## config.mk

```make
export PLATFORM = sky130hd
export DESIGN_NAME = xnor_pop_accum_flat
export DESIGN_NICKNAME = d
export VERILOG_FILES = /design/src/rtl/xnor_pop_accum_if.sv /design/src/rtl/xnor_pop_accum.sv /design/src/flat_wrapper.sv
export SDC_FILE = /design/constraint.sdc
export NUM_CORES = 2
export LEC_CHECK = 0
export ABC_AREA = 1
export CAP_MARGIN = 40
export CORE_MARGIN = 2
export CORE_UTILIZATION = 43
export DETAILED_ROUTE_END_ITERATION = 16
export PLACE_DENSITY = 0.71
export SYNTH_ARGS = -nofsm -noshare
export SYNTH_HDL_FRONTEND = slang
export SYNTH_SLANG_ARGS = --single-unit
```

## constraint.sdc

```tcl
create_clock -name clk -period 52.8 [get_ports clk]
set_input_delay 10.56 -clock clk [delete_from_list [all_inputs] [get_ports clk]]
set_output_delay 10.56 -clock clk [all_outputs]
set_load 0.02 [all_outputs]
```

## src/rtl/xnor_pop_accum_if.sv

```systemverilog
// Beat/result bus for the XNOR-popcount accumulator.
// master drives beats and consumes results; slave is the accumulator.
interface xnor_pop_accum_if #(
    parameter int WIDTH   = 128,
    parameter int BEATS_W = 8
);
    localparam int POP_W = $clog2(WIDTH) + 1;
    localparam int ACC_W = POP_W + BEATS_W;

    logic               in_valid;
    logic               in_ready;
    logic               in_last;
    logic [WIDTH-1:0]   inx;
    logic [WIDTH-1:0]   iny;
    logic               out_valid;
    logic               out_ready;
    logic [ACC_W-1:0]   out_pop;
    logic [ACC_W:0]     out_dot;
    logic [BEATS_W-1:0] out_beats;
    logic               out_ovf;

    modport master (
        output in_valid, in_last, inx, iny, out_ready,
        input  in_ready, out_valid, out_pop, out_dot, out_beats, out_ovf
    );

    modport slave (
        input  in_valid, in_last, inx, iny, out_ready,
        output in_ready, out_valid, out_pop, out_dot, out_beats, out_ovf
    );
endinterface

```

## src/rtl/xnor_pop_accum.sv

```systemverilog
// Pipelined XNOR-popcount accumulator for binarized dot products.
// Stage 0 registers x ~^ y, T registered halving adder levels reduce it to
// one count, then the accumulator sums beats until last (or MAXB beats) and
// presents match count and bipolar dot product. One global enable freezes
// the whole pipe while a result is held and not consumed.
module xnor_pop_accum #(
    parameter int WIDTH   = 128,
    parameter int BEATS_W = 8
) (
    input  logic            clk,
    input  logic            rst,
    xnor_pop_accum_if.slave bus
);
    localparam int T     = $clog2(WIDTH);
    localparam int POP_W = T + 1;
    localparam int ACC_W = POP_W + BEATS_W;
    localparam logic [BEATS_W-1:0] MAXB = '1;

    logic en;
    logic [T:0] vld_pipe_q, last_pipe_q;

    logic [ACC_W-1:0]   acc_q, acc_sum;
    logic [BEATS_W-1:0] beats_q, beats_inc;
    logic               close;
    logic [ACC_W:0]     dot_d;
    logic               ovf_d;

    logic               out_valid_q, out_ovf_q;
    logic [ACC_W-1:0]   out_pop_q;
    logic [ACC_W:0]     out_dot_q;
    logic [BEATS_W-1:0] out_beats_q;

    assign en = !out_valid_q || bus.out_ready;

    // Level l holds WIDTH>>l fields of l+1 bits; level 0 is the raw XNOR.
    for (genvar l = 0; l <= T; l++) begin : lvl
        localparam int FW = l + 1;
        localparam int N  = WIDTH >> l;
        logic [N*FW-1:0] fld_d, fld_q;

        if (l == 0) begin : g_xnor
            assign fld_d = bus.inx ~^ bus.iny;
        end else begin : g_add
            for (genvar j = 0; j < N; j++) begin : g_fld
                assign fld_d[j*FW +: FW] = FW'(lvl[l-1].fld_q[2*j*l +: l])
                                         + FW'(lvl[l-1].fld_q[(2*j+1)*l +: l]);
            end
        end

        // Tree level register, frozen with the rest of the pipe.
        always_ff @(posedge clk or posedge rst) begin
            if (rst)     fld_q <= '0;
            else if (en) fld_q <= fld_d;
        end
    end

    // Valid and last tags travel alongside the tree levels.
    always_ff @(posedge clk or posedge rst) begin
        if (rst) begin
            vld_pipe_q  <= '0;
            last_pipe_q <= '0;
        end else if (en) begin
            vld_pipe_q  <= {vld_pipe_q[T-1:0], bus.in_valid};
            last_pipe_q <= {last_pipe_q[T-1:0], bus.in_valid && bus.in_last};
        end
    end

    // A vector closes on its last beat or when the beat counter would hit MAXB.
    assign acc_sum   = acc_q + ACC_W'(lvl[T].fld_q);
    assign beats_inc = beats_q + 1'b1;
    assign close     = vld_pipe_q[T] && (last_pipe_q[T] || beats_inc == MAXB);
    assign ovf_d     = (beats_inc == MAXB) && !last_pipe_q[T];
    // dot = 2*pop - WIDTH*beats; modular subtraction yields two's complement.
    assign dot_d     = {acc_sum, 1'b0} - ((ACC_W+1)'(beats_inc) << T);

    // Accumulate beats and load/hold the result register.
    always_ff @(posedge clk or posedge rst) begin
        if (rst) begin
            acc_q       <= '0;
            beats_q     <= '0;
            out_valid_q <= 1'b0;
            out_pop_q   <= '0;
            out_dot_q   <= '0;
            out_beats_q <= '0;
            out_ovf_q   <= 1'b0;
        end else if (en) begin
            if (vld_pipe_q[T]) begin
                acc_q   <= close ? '0 : acc_sum;
                beats_q <= close ? '0 : beats_inc;
            end
            // en implies the held result (if any) is consumed this edge.
            out_valid_q <= close;
            if (close) begin
                out_pop_q   <= acc_sum;
                out_dot_q   <= dot_d;
                out_beats_q <= beats_inc;
                out_ovf_q   <= ovf_d;
            end
        end
    end

    assign bus.in_ready  = en;
    assign bus.out_valid = out_valid_q;
    assign bus.out_pop   = out_pop_q;
    assign bus.out_dot   = out_dot_q;
    assign bus.out_beats = out_beats_q;
    assign bus.out_ovf   = out_ovf_q;
endmodule

```

## src/flat_wrapper.sv

```systemverilog
// flat-port wrapper written by rule: the top's interface ports become plain ports
module xnor_pop_accum_flat 
#(
    parameter int WIDTH   = 128,
    parameter int BEATS_W = 8
)
  (clk, rst, bus_in_valid, bus_in_last, bus_inx, bus_iny, bus_out_ready, bus_in_ready, bus_out_valid, bus_out_pop, bus_out_dot, bus_out_beats, bus_out_ovf);
  xnor_pop_accum_if #(.WIDTH(WIDTH), .BEATS_W(BEATS_W)) bus_i ();
  input  logic clk;
  input  logic rst;
  input wire logic [$bits(bus_i.in_valid)-1:0] bus_in_valid;
  input wire logic [$bits(bus_i.in_last)-1:0] bus_in_last;
  input wire logic [$bits(bus_i.inx)-1:0] bus_inx;
  input wire logic [$bits(bus_i.iny)-1:0] bus_iny;
  input wire logic [$bits(bus_i.out_ready)-1:0] bus_out_ready;
  output wire logic [$bits(bus_i.in_ready)-1:0] bus_in_ready;
  output wire logic [$bits(bus_i.out_valid)-1:0] bus_out_valid;
  output wire logic [$bits(bus_i.out_pop)-1:0] bus_out_pop;
  output wire logic [$bits(bus_i.out_dot)-1:0] bus_out_dot;
  output wire logic [$bits(bus_i.out_beats)-1:0] bus_out_beats;
  output wire logic [$bits(bus_i.out_ovf)-1:0] bus_out_ovf;
  assign bus_i.in_valid = bus_in_valid;
  assign bus_i.in_last = bus_in_last;
  assign bus_i.inx = bus_inx;
  assign bus_i.iny = bus_iny;
  assign bus_i.out_ready = bus_out_ready;
  assign bus_in_ready = bus_i.in_ready;
  assign bus_out_valid = bus_i.out_valid;
  assign bus_out_pop = bus_i.out_pop;
  assign bus_out_dot = bus_i.out_dot;
  assign bus_out_beats = bus_i.out_beats;
  assign bus_out_ovf = bus_i.out_ovf;
  xnor_pop_accum #(.WIDTH(WIDTH), .BEATS_W(BEATS_W)) u_core (.clk(clk), .rst(rst), .bus(bus_i));
endmodule
```

==> out/metrics.sh <==
STATUS='finished clean'
POWER_LEAKAGE_nW=17.19
CRITPATHLAUNCHTYPE='input port'
FMAXACHIEVABLE_MHz=42.98
POST_LAYOUT_NONFILLER_INSTANCES=4233
DETAILED_ROUTE_ITER0_VIOLATIONS=1182
NETS_FINAL=3880
GRT_MAX_DEGREE=268
CLOCK_LATENCY_NS=0.59
AVERAGE_INSTANCE_AREA_AFTER_SYNTHESIS_SQ_UM=9.357
TIMING.CRITICAL_PATH.DEPTH=5
ROUTE.ANTENNA.REMAINING_NETS=0
ROW_COUNT=94
VIA_COUNT_OF_THE_FIRST_GLOBAL_ROUTING_PASS=20112
GRT_PASS1_WL_UM=92130
ASYNC_FLOP_SHARE=1.000
PERIOD_MINUS_SLACK_NS=23.27
YOSYS_REGISTER_BITS=578
WORST_SETUP_HOLD_PATH_CLK_SLEW_NS=0.05
POST-SYNTH-TOP-AREA-CELL='sky130_fd_sc_hd__dfrtp_1'
SYNTH.CELL_AREA_SQ_MM=0.02865
CRITICAL_PATH.ENDPOINT='bus_in_ready'
REG2REG_SETUP_SLACK_NS=49.32
CTS.REPAIR.RESIZED=0
NUMCTSBUFFERS=66
SETUP_VIOL=0
TOTAL_GLOBAL_ROUTE_TRACK_USAGE=0.1581
WORST_PIN_SLEW_NS=1.061
TRITONCTS='done'
MOST-COMMON-LAYOUT-CELLS='1113 x sky130_fd_sc_hd__nand2_1, 578 x sky130_fd_sc_hd__dfrtp_1, 303 x sky130_fd_sc_hd__clkdlybuf4s50_1'
R2R_END='u_core.bus.out_dot[12]$_DFFE_PP0P_'
HTREE_LEVELS=3
DRT_FIRST_PASS_ITERS=5
POWER.TOTAL_W=0.002070
NET_COUNT_SYNTH=3619
SETUP.WORST_PATH.CLASS='input port to output pin'
PLACEMENT.IO_BUFFERS=303
FINAL_MAX_SLEW_VIOL_COUNT=0
CHIPWIDTH_UM=262.1
GRT_SETUP_UNREPAIRED='no'
ANTENNA_FOUND_INITIAL=0
INSERTEDDIODECOUNT=0
STARTPOINT_OF_THE_LOWEST_SLACK_REGISTER_TO_REGISTER_PATH='u_core.bus.out_valid$_DFFE_PP0N_'
VIASPERCELL=4.745
FINCLKSKEW_NS=0.01746
POSTCTSSETUPBUFFERS=0
DIE_HEIGHT_UM=262.1
CRIT_FAMILY='buffers and inverters'
SYNTHESIS.YOSYS.WARNINGS=0
FINAL_COMMON_CELL='sky130_fd_sc_hd__nand2_1'
CTS-ROOT-BUF='sky130_fd_sc_hd__clkbuf_16'
DPL.CELL_COUNT=4119
AREA.GROWTH.SYNTH_TO_FINAL_PCT=21.34
DRT-WIRELENGTH-PER-CELL_UM=12.40
CRIT_PATH_MAX_FANOUT=76
DRC=0
CELLPOWERDENSITY_mW_PER_MM2=59.54
POST_SYNTH_INST_COUNT=3062
GRT_OVERFLOW_TOTAL=0
UTILIZATION=0.5279
VDD_IR_DROP_MAX_uV=28.94
TIMING.FINAL.CRIT_SHARE=0.4407
HOLDCRITPATHCLASS='flop to flop'
SLOWEST_DELAY_NS=0.66
SETUP_TOTAL_NEGATIVE_SLACK_NS=0
WORST_R2R_PATH_CELLS=10
CRITICAL_PATH_ORIGIN='bus_out_ready'
SLEW_HEADROOM=0.2925
FINALWEIGHTEDCONGESTION=0.7786
ROUTE.VIAS.TOTAL=20087
PIN_COUNT=305
PROPORTION_OF_NETLIST_AREA_HELD_BY_THE_LARGEST_AREA_CONTRIBUTOR=0.5048
INITIAL_CORE_UTIL=0.4350
WORST_PATH_MOST_REPEATED_CELL='sky130_fd_sc_hd__clkdlybuf4s50_1'
SYNTH_CELL_TYPE_COUNT=40
FINAL_LAYOUT_SIZE_SUFFIX_GT1_FRAC=0.04185
SYNTH.TOP_CELLS.BY_AREA='sky130_fd_sc_hd__dfrtp_1 50%, sky130_fd_sc_hd__nand2_1 15%, sky130_fd_sc_hd__ha_1 10%, sky130_fd_sc_hd__xor2_1 5.3%, sky130_fd_sc_hd__fa_1 4.5%'
FINALHOLDWORSTSLACK_NS=0.4746
HOLD_VIOLATIONS=0
CTSHOLDBUFFERS=0
LEADING_REGISTER_CELL_TYPE_OUT_OF_SYNTHESIS='sky130_fd_sc_hd__dfrtp_1'
YS_SEQ_AREA_FRAC=0.5048
MAX_CAP_VIOL_COUNT=0
DIE-AREA_SQ_MM=0.06871
WORSTSETUPENDPOINTTYPE='output pin'
MULTI_INPUT_AREA_SQ_MM=0.01298
CP.BUFFERS_INVERTERS=4
PLACEABLECOREAREA_SQ_MM=0.06586
CLOCK_TREE.BUFFER_DEPTH=3
TIMING.CRITICAL_PATH.CELLS='clkdlybuf4s50_1 -> nor2_4 -> buf_4 -> inv_8 -> clkdlybuf4s50_1'
CTS_SINKS=578
SYNTH_EDF_COUNT=0
ROUTED_WL_UM=52480
REQUIRED_NS=42.24
CRITPATHARRIVALTIME_NS=12.71
HPWLAFTERDP_UM=34800
SEQ_AREA_SQ_MM=0.01446
FILLCELLCOUNT=5926
CRIT_SLOWEST_CELL='sky130_fd_sc_hd__clkdlybuf4s50_1'
==> worst register-to-register path, cell delays in order (launching register included) <==
cell and delay [ns]:
sky130_fd_sc_hd__dfrtp_1 0.35, sky130_fd_sc_hd__inv_1 0.07, sky130_fd_sc_hd__nor2_4 0.08, sky130_fd_sc_hd__buf_4 0.61, sky130_fd_sc_hd__inv_8 0.31, sky130_fd_sc_hd__nand2_1 0.58, sky130_fd_sc_hd__inv_1 0.40, sky130_fd_sc_hd__nand2_4 0.53
sky130_fd_sc_hd__inv_4 0.21, sky130_fd_sc_hd__nor2_1 0.16, sky130_fd_sc_hd__a31oi_1 0.05
==> how the worst min path moves through the flow <==
stage	startpoint	end	slack (ns)	depth (start not counted)
after floorplan	u_core.last_pipe_q[0]$_DFFE_PP0N_	u_core.last_pipe_q[1]$_DFFE_PP0N_	0.44	2
after global placement	u_core.vld_pipe_q[4]$_DFFE_PP0N_	u_core.vld_pipe_q[4]$_DFFE_PP0N_	0.47	2
after detailed placement	u_core.last_pipe_q[3]$_DFFE_PP0N_	u_core.last_pipe_q[4]$_DFFE_PP0N_	0.46	2
after CTS	u_core.bus.out_dot[8]$_DFFE_PP0P_	u_core.bus.out_dot[8]$_DFFE_PP0P_	0.48	2
after global routing	u_core.vld_pipe_q[3]$_DFFE_PP0N_	u_core.vld_pipe_q[4]$_DFFE_PP0N_	0.50	2
final	u_core.bus.out_dot[14]$_DFFE_PP0P_	u_core.bus.out_dot[14]$_DFFE_PP0P_	0.47	2
==> logic make-up after synthesis <==
group	after synthesis	share of synthesized area
buffers and inverters	299	0.04240
DFF	578	0.5048
adders and majority gates	296	0.1463
and+or+nand+nor	1296	0.1748
AOI/OAI and AO/OA	416	0.07747
other	1	0.0001309
xor gates and xnor gates	176	0.05406
==> synth_stat cells (2+ instances only) <==
library cell / number
sky130_fd_sc_hd__nand2_1: 1113
sky130_fd_sc_hd__dfrtp_1: 578
sky130_fd_sc_hd__o21ai_0: 259
sky130_fd_sc_hd__ha_1: 231
sky130_fd_sc_hd__xor2_1: 172
sky130_fd_sc_hd__inv_1: 165
sky130_fd_sc_hd__nor2_1: 108
sky130_fd_sc_hd__a21oi_1: 80
sky130_fd_sc_hd__clkbuf_1: 79
sky130_fd_sc_hd__fa_1: 65
sky130_fd_sc_hd__nand3_1: 43
sky130_fd_sc_hd__buf_2: 42
sky130_fd_sc_hd__o21ai_1: 21
sky130_fd_sc_hd__a21o_1: 16
sky130_fd_sc_hd__o31ai_1: 9
sky130_fd_sc_hd__a22o_1: 8
sky130_fd_sc_hd__a31oi_1: 8
sky130_fd_sc_hd__buf_4: 8
sky130_fd_sc_hd__nor3_1: 8
sky130_fd_sc_hd__o22ai_1: 8
sky130_fd_sc_hd__nand3b_1: 6
sky130_fd_sc_hd__nand4_1: 6
sky130_fd_sc_hd__or2_2: 4
sky130_fd_sc_hd__inv_2: 3
sky130_fd_sc_hd__xnor2_1: 3
sky130_fd_sc_hd__nand2_2: 2
sky130_fd_sc_hd__nand3_2: 2
sky130_fd_sc_hd__o21a_1: 2
sky130_fd_sc_hd__o21ba_2: 2
==> sequential cells by signal, indices dropped and copies added, names as in the netlist, 8 cells and up <==
| signal | count |
|---|---|
| u_core.bus.out_beats | 8 |
| u_core.last_pipe_q | 8 |
| u_core.bus.out_dot | 10 |
| u_core.beats_q | 8 |
| u_core.bus.out_pop | 16 |
| u_core.lvl.fld_q | 502 |
| u_core.vld_pipe_q | 8 |
| u_core.acc_q | 16 |
==> stage by stage <==
step | area [sq um] | worst slack (ns)
6_report | 34770 | 29.53
5_1_grt | 34770 | 29.38
4_1_cts | 34770 | 29.48
3_5_place_dp | 32500 | 29.49
3_3_place_gp | 32340 | 29.46
2_1_floorplan | 28650 | 26.07
==> layout make-up <==
class / instances / share of cell area
Inverter: 169 / 0.01875
Tap cell: 864 / 0.03109
Sequential cell: 578 / 0.4160
Multi-Input combinational cell: 2185 / 0.3734
Clock buffer: 97 / 0.05765
Timing Repair Buffer: 323 / 0.09552
Clock inverter: 17 / 0.007594
==> power breakdown <==
part / internal [W] / switching (W)
Clock: 0.000296 / 0.000177
Combinational: 0.000352 / 0.000479
Sequential: 0.000643 / 0.000122
Total: 0.00129 / 0.000778
==> metal layers <==
| metal | part of all wire | routed length, um | vias up | global-route usage |
|---|---|---|---|---|
| met5 | 0 | 0 | - | 0 |
| met4 | 0.018 | 938 | 0 | 0.04724 |
| met3 | 0.035 | 1817 | 73 | 0.02392 |
| met2 | 0.47 | 24890 | 254 | 0.2655 |
| met1 | 0.47 | 24830 | 9424 | 0.2121 |
| li1 | - | - | 10336 | - |
No activity file was read; power rests on OpenSTA's default activity.
